File: src/rtl/video_tpg_pkg.sv
// video_tpg_pkg: shared controller state encoding and default geometry.
//   DIMW_DEF    width of the TPG size-adjust fields
//   BASE_H_DEF  unadjusted frame height in lines
//   BASE_W_DEF  unadjusted line width in pixels
//   state_t     run-control states of video_tpg_ctrl
package video_tpg_pkg;
    localparam int DIMW_DEF   = 13;
    localparam int BASE_H_DEF = 1080;
    localparam int BASE_W_DEF = 1920;
    typedef enum logic [1:0] {IDLE, RUN, STOPPING} state_t;
endpackage

File: src/rtl/tpg_frame_tracker.sv
// tpg_frame_tracker: follows the TPG AXIS output and flags the end of each frame.
//   clk, rstn                  clock, async active-low reset
//   mon_tvalid/tready/tuser/tlast  tap of the TPG stream; a beat is valid&&ready
//   subh, addh                 currently applied height adjusts
//   eof                        combinational, high on the tlast beat of the last line
module tpg_frame_tracker
    import video_tpg_pkg::*;
#(
    parameter int DIMW   = DIMW_DEF,
    parameter int BASE_H = BASE_H_DEF
) (
    input  logic            clk,
    input  logic            rstn,
    input  logic            mon_tvalid,
    input  logic            mon_tready,
    input  logic            mon_tuser,
    input  logic            mon_tlast,
    input  logic [DIMW-1:0] subh,
    input  logic [DIMW-1:0] addh,
    output logic            eof
);
    localparam logic signed [DIMW+1:0] BH = (DIMW+2)'(BASE_H);
    logic signed [DIMW+1:0] eff_h, last_line;
    logic [DIMW+1:0] line_cnt, cur;
    logic beat, synced;
    assign eff_h     = BH - $signed({2'b00, subh}) + $signed({2'b00, addh});
    assign last_line = eff_h - 1;
    assign beat      = mon_tvalid & mon_tready;
    // A tuser beat restarts the count in the same cycle it arrives.
    assign cur       = mon_tuser ? '0 : line_cnt;
    // Until a tuser beat has been seen the line count is meaningless, so no eof.
    assign eof       = beat & mon_tlast & (synced | mon_tuser) & ($signed(cur) == last_line);
    always_ff @(posedge clk or negedge rstn) begin
        if (!rstn) begin
            line_cnt <= '0;
            synced   <= 1'b0;
        end else if (beat) begin
            line_cnt <= mon_tlast ? cur + 1'b1 : cur;
            synced   <= synced | mon_tuser;
        end
    end
endmodule

File: src/rtl/video_tpg_ctrl.sv
// video_tpg_ctrl: run/stop sequencing and frame-aligned size updates for a TPG.
//   start, stop, num_frames      run request, graceful stop, frames per run (0 = forever)
//   cfg_valid/cfg_ready, cfg_*   size-adjust update handshake
//   mon_*                        tap of the TPG AXIS output
//   tpg_en, tpg_*                TPG enable and applied adjusts
//   busy, done, cfg_err, frame_cnt  status; done and cfg_err are one-cycle pulses
module video_tpg_ctrl
    import video_tpg_pkg::*;
#(
    parameter int DIMW   = DIMW_DEF,
    parameter int BASE_H = BASE_H_DEF,
    parameter int BASE_W = BASE_W_DEF
) (
    input  logic            clk,
    input  logic            rstn,
    input  logic            start,
    input  logic            stop,
    input  logic [15:0]     num_frames,
    input  logic            cfg_valid,
    output logic            cfg_ready,
    input  logic [DIMW-1:0] cfg_subh,
    input  logic [DIMW-1:0] cfg_addh,
    input  logic [DIMW-1:0] cfg_subw,
    input  logic [DIMW-1:0] cfg_addw,
    input  logic            mon_tvalid,
    input  logic            mon_tready,
    input  logic            mon_tuser,
    input  logic            mon_tlast,
    output logic            tpg_en,
    output logic [DIMW-1:0] tpg_subh,
    output logic [DIMW-1:0] tpg_addh,
    output logic [DIMW-1:0] tpg_subw,
    output logic [DIMW-1:0] tpg_addw,
    output logic            busy,
    output logic            done,
    output logic            cfg_err,
    output logic [15:0]     frame_cnt
);
    localparam logic signed [DIMW+1:0] BH  = (DIMW+2)'(BASE_H);
    localparam logic signed [DIMW+1:0] BW  = (DIMW+2)'(BASE_W);
    localparam logic signed [DIMW+1:0] ONE = 1;
    state_t state, state_nx;
    logic signed [DIMW+1:0] req_h, req_w;
    logic [4*DIMW-1:0] pend;
    logic pend_v, eof, cfg_fire, cfg_bad, last, go_idle;
    tpg_frame_tracker #(.DIMW(DIMW), .BASE_H(BASE_H)) u_trk (
        .clk(clk), .rstn(rstn),
        .mon_tvalid(mon_tvalid), .mon_tready(mon_tready),
        .mon_tuser(mon_tuser), .mon_tlast(mon_tlast),
        .subh(tpg_subh), .addh(tpg_addh), .eof(eof)
    );
    assign req_h     = BH - $signed({2'b00, cfg_subh}) + $signed({2'b00, cfg_addh});
    assign req_w     = BW - $signed({2'b00, cfg_subw}) + $signed({2'b00, cfg_addw});
    assign cfg_bad   = (req_h < ONE) || (req_w < ONE);
    assign cfg_ready = !pend_v;
    assign cfg_fire  = cfg_valid & cfg_ready;
    assign busy      = state != IDLE;
    assign tpg_en    = busy;
    assign last      = (num_frames != 16'd0) && ({1'b0, frame_cnt} + 17'd1 == {1'b0, num_frames});
    always_ff @(posedge clk or negedge rstn) begin
        if (!rstn) state <= IDLE;
        else       state <= state_nx;
    end
    always_comb begin
        state_nx = state;
        go_idle  = 1'b0;
        unique case (state)
            IDLE:     if (start && !stop) state_nx = RUN;
            RUN:      if (eof && last) begin
                          state_nx = IDLE;
                          go_idle  = 1'b1;
                      end else if (stop) state_nx = STOPPING;
            STOPPING: if (eof) begin
                          state_nx = IDLE;
                          go_idle  = 1'b1;
                      end
            default:  state_nx = IDLE;
        endcase
    end
    always_ff @(posedge clk or negedge rstn) begin
        if (!rstn) begin
            frame_cnt <= '0;
            done      <= 1'b0;
            cfg_err   <= 1'b0;
            pend_v    <= 1'b0;
            pend      <= '0;
            {tpg_subh, tpg_addh, tpg_subw, tpg_addw} <= '0;
        end else begin
            done    <= go_idle;
            cfg_err <= cfg_fire & cfg_bad;
            if (state == IDLE && state_nx == RUN) frame_cnt <= '0;
            else if (eof && busy && frame_cnt != 16'hFFFF) frame_cnt <= frame_cnt + 16'd1;
            // Pending updates land the cycle after eof so the eof that closes the
            // frame was judged on the old height; a stray pending in IDLE is flushed.
            if (pend_v && (eof || !busy)) begin
                {tpg_subh, tpg_addh, tpg_subw, tpg_addw} <= pend;
                pend_v <= 1'b0;
            end else if (cfg_fire && !cfg_bad) begin
                if (busy) begin
                    pend   <= {cfg_subh, cfg_addh, cfg_subw, cfg_addw};
                    pend_v <= 1'b1;
                end else begin
                    {tpg_subh, tpg_addh, tpg_subw, tpg_addw} <= {cfg_subh, cfg_addh, cfg_subw, cfg_addw};
                end
            end
        end
    end
endmodule

File: config.mk
export PLATFORM = sky130hd
export DESIGN_NAME = video_tpg_ctrl
export DESIGN_NICKNAME = d
export VERILOG_FILES = /design/src/rtl/video_tpg_pkg.sv /design/src/rtl/tpg_frame_tracker.sv /design/src/rtl/video_tpg_ctrl.sv
export SDC_FILE = /design/constraint.sdc
export NUM_CORES = 1
export LEC_CHECK = 0
export CORE_MARGIN = 2
export CORE_UTILIZATION = 50
export CTS_BUF_LIST = sky130_fd_sc_hd__clkbuf_4 sky130_fd_sc_hd__clkbuf_8 sky130_fd_sc_hd__clkbuf_16
export CTS_CLUSTER_DIAMETER = 30
export DETAILED_ROUTE_END_ITERATION = 6
export MAX_ROUTING_LAYER = met4
export PLACE_DENSITY = 0.74
export SLEW_MARGIN = 10
export SYNTH_ARGS = -nofsm -noshare
export SYNTH_HDL_FRONTEND = slang
export SYNTH_HIERARCHICAL = 1
export SYNTH_SLANG_ARGS = --single-unit
File: constraint.sdc
create_clock -name clk -period 6.15 [get_ports clk]
set_clock_uncertainty 0.15 [all_clocks]
set_input_delay 1.23 -clock clk [delete_from_list [all_inputs] [get_ports clk]]
set_output_delay 1.23 -clock clk [all_outputs]
set_load 0.02 [all_outputs]
==> metrics.md <==
| Metric | Value |
|---|---|
| Worst-path clk slew | 0.06 ns |
| Top-area cell type share of the netlist area | 34.8% |
| Crit path cell chain | clkdlybuf4s50_1, nor3_1, nor2_1, nor4_1, xnor2_1, ha_1, nand2_1, nor2_1, nand2_1, o21ai_0, a211oi_1, nor4b_1, o32ai_4, nand4_4, buf_4, mux2_2 |
| Post-Layout Inst Area | 12500 µm² |
| Relative slew slack | 44.0% |
| Post-synthesis sequential area ratio | 34.8% |
| Net Sw Frac | 42.3% |
| Final setup viols | 0 |
| Worst EP arrival | 5.82 ns |
| Clock latency on the worst-skew pair | 0.42 ns |
| Final Critical Period | 5.67 ns |
| Rows | 52 |
| Avg Cell Area, Syn | 8.77 µm² |
| Seq. cell area | 3530 µm² |
| CTS Hold Bufs | 0 |
| Setup tns final | 0 ns |
| Boundary pin count | 150 |
| Routed length per instance | 17.8 µm |
| CP required | 6.30 ns |
| Worst IR drop on VDD | 0.331 mV |
| TritonCTS clock tree | done |
| Fill cells | 1717 |
| Synth Instances | 1156 |
| Die W | 146 µm |
| Drt initial violations | 589 |
| Worst Max-Slew Pin Slew | 0.841 ns |
| Mapped cell area | 10100 µm² |
| N_diodes | 0 |
| Fin nets | 1433 |
| Lkg Pwr | 0.00526 µW |
| Tcrit/Tclk final | 92.3% |
| Global route total overflow | 0 |
| Slowest cell on the critical path | nor4b_1 |
| NetSw | 2780 µW |
| Worst R2R Start | tpg_subh[2] |
| Die footprint | 21400 µm² |
| Top cells by area, synth | dfrtp_1 35%, ha_1 7.9%, xnor2_1 5.7%, mux2_2 5.4%, nor2_1 4.6% |
| Global-route wire length before repair | 45.8 mm |
| WS Path Type | input pin to flip-flop |
| RSZ-0062 raised after global routing | false |
| Top FF cell, synth | dfrtp_1 |
| DRC violation count after routing | 0 |
| Max Fclk | 176 MHz |
| DR vias/cell | 5.89 |
| Synth cell types | 76 |
| Die height | 146 µm |
| Post-synth ARST share | 100% |
| Post-synth EDFFs | 0 |
| Register share of total power | 24.3% |
| GRT Total Usage | 27.0% |
| Buffer count from post-CTS setup fixing | 0 |
| Clock power frac | 17.0% |
| Pins over their slew limit | 0 |
| Max-cap viol count | 0 |
| Via count | 9257 |
| Area growth from synthesis to layout | 23.6% |
| #FFs+latches synth | 141 |
| Delay of the slowest critical-path stage | 0.56 ns |
| Post-layout util | 62.5% |
| Status | finished clean |
| # resized after CTS | 0 |
| Dominant cell type by area after synthesis | dfrtp_1 |
| Synth warnings | 6 |
| Detailed Place HPWL | 20.5 mm |
| CP Capture Type | flip-flop |
| CP max FO | 26 |
| CTS Buf Count | 17 |
| Max Buffers Root-to-Sink | 2 |
| Clock root buffer master | clkbuf_16 |
| # H-tree levels | 4 |
| Placed Area | 11900 µm² |
| Cell area power density | 524 nW/µm² |
| Vias in the first global route | 8880 |
| Final ANT Viol Nets | 0 |
| Final RePlAce weighted congestion | 0.914 |
| CP Launch Point | cfg_subh[2] |
| First drt pass iteration count | 5 |
| Multi-input logic area | 6120 µm² |
| Tot Pwr | 6570 µW |
| CORE AREA | 20000 µm² |
| Worst min path class | flip-flop to flip-flop |
| Sink Count | 141 |
| Buffers on Ports | 149 |
| Startpoint Class | input pin |
| Final Hold Viols | 0 |
| Final wirelength | 28.0 mm |
| Share of post-route cells with drive strength above 1 | 9.22% |
| Comb power frac | 58.7% |
| Initial antenna violation count | 0 |
| Hold_sp | u_trk/synced |
| Initial core utilization | 50.6% |
| Cell-internal power | 3790 µW |
| Largest net degree at the start of global routing | 92 |
| Syn Nets | 1300 |
[layout by cell type (no fill, tap or decap), types with 4 or more instances in the layout]
master           count
bufinv_16            4
a21oi_1             86
o31ai_1              4
xor2_1              44
inv_1               71
a21o_1              10
mux2i_1              4
clkbuf_16           17
buf_4               17
o21a_1               4
o211ai_1             6
and2_1               4
a211oi_1            13
xnor2_1             66
and4_1               4
nor2_1             123
nor2b_1             13
nor3_1              20
nand2_1             66
nor4_1              13
nand4_1             13
ha_1                64
a21boi_0             4
nand2b_1            23
o21ai_0             88
mux2_2              49
nand3_1             21
or3_1                6
clkdlybuf4s50_1    148
and3_1              14
dfrtp_1            141
a31oi_1             63
[worst paths after layout]
path	cells after the start	endpoint	slack, ns
worst max-delay path	16	pend[44]	0.48
worst min-delay path	1	u_trk/synced	0.32
worst max register to register	21	frame_cnt[6]	0.52
worst min register to register	1	u_trk/synced	0.32
max in group asynchronous	2	pend[0]	3.92
min in group asynchronous	1	u_trk/line_cnt[9]	0.73
[metrics by stage]
stage / cells / setup WS, ns / hold slack, ns
6_report: 1572 / 0.476 / 0.320
5_1_grt: 1572 / 0.00106 / 0.358
4_1_cts: 1572 / 0.480 / 0.324
3_5_place_dp: 1540 / 0.163 / 0.310
3_3_place_gp: 1540 / 0.328 / 0.307
2_1_floorplan: 1156 / 0.930 / 0.286
[power groups by stage]
stage          registers, µW  logic, µW  clock network (µW)
2_1_floorplan           1710       2580                   0
3_3_place_gp            1590       3810                   0
3_5_place_dp            1600       3840                   0
4_1_cts                 1590       3870                1140
5_1_grt                 1640       4260                1170
6_report                1590       3850                1120
[critical path, delay by kind of cell]
family                   cells  cell delay, ns
adder cells (fa/ha/maj)      1            0.41
buffers and inverters        2            0.86
AND/OR/NAND/NOR              8            1.91
multiplexers                 1            0.39
XOR/XNOR                     1            0.17
AO/OA/AOI/OAI                3            0.84
[registers in the layout, summed over array words and instances, names as in the netlist]
signal,count
pend,52
frame_cnt,16
u_trk/line_cnt,15
tpg_addh,13
tpg_addw,13
tpg_subh,13
tpg_subw,13
state,2
cfg_err,1
done,1
pend_v,1
u_trk/synced,1
[layer usage]
layer | track usage (%) | routed length [µm]
met5 | - | 0
met4 | 10.2 | 814
met3 | 3.53 | 1410
met2 | 42.7 | 13400
met1 | 35.7 | 12400
[cells by family after synthesis]
logic type      after synthesis  synth area share (%)
simple gates                339                  16.4
compound gates              319                  19.5
flops                       141                  34.8
buf+inv                     124                  5.13
xor+xnor                    110                  9.50
fa+ha+maj                    67                  8.49
mux                          56                  6.17
[Yosys cell counts, drive strengths merged (6+ instances only)]
cell type,count
o211ai,6
xor2,44
nor2,123
nand2b,23
mux2,52
xnor2,66
nor3,22
a21o,10
ha,64
or3,6
a211oi,15
nand2,66
clkbuf,41
and3,14
inv,71
nor2b,13
dfrtp,141
a21oi,88
o21ai,90
buf,12
a31oi,63
nor4,14
nand3,21
nand4,14
[final cells by class]
type                       count  area share [%]
clock buffer                  20            3.62
clock inverter                12            1.47
inverter                      71            2.13
multi-input combinational    891            48.8
sequential                   141            28.2
tap                          270            2.70
timing repair buffer         167            13.1
Power figures use the tool's default switching activity.
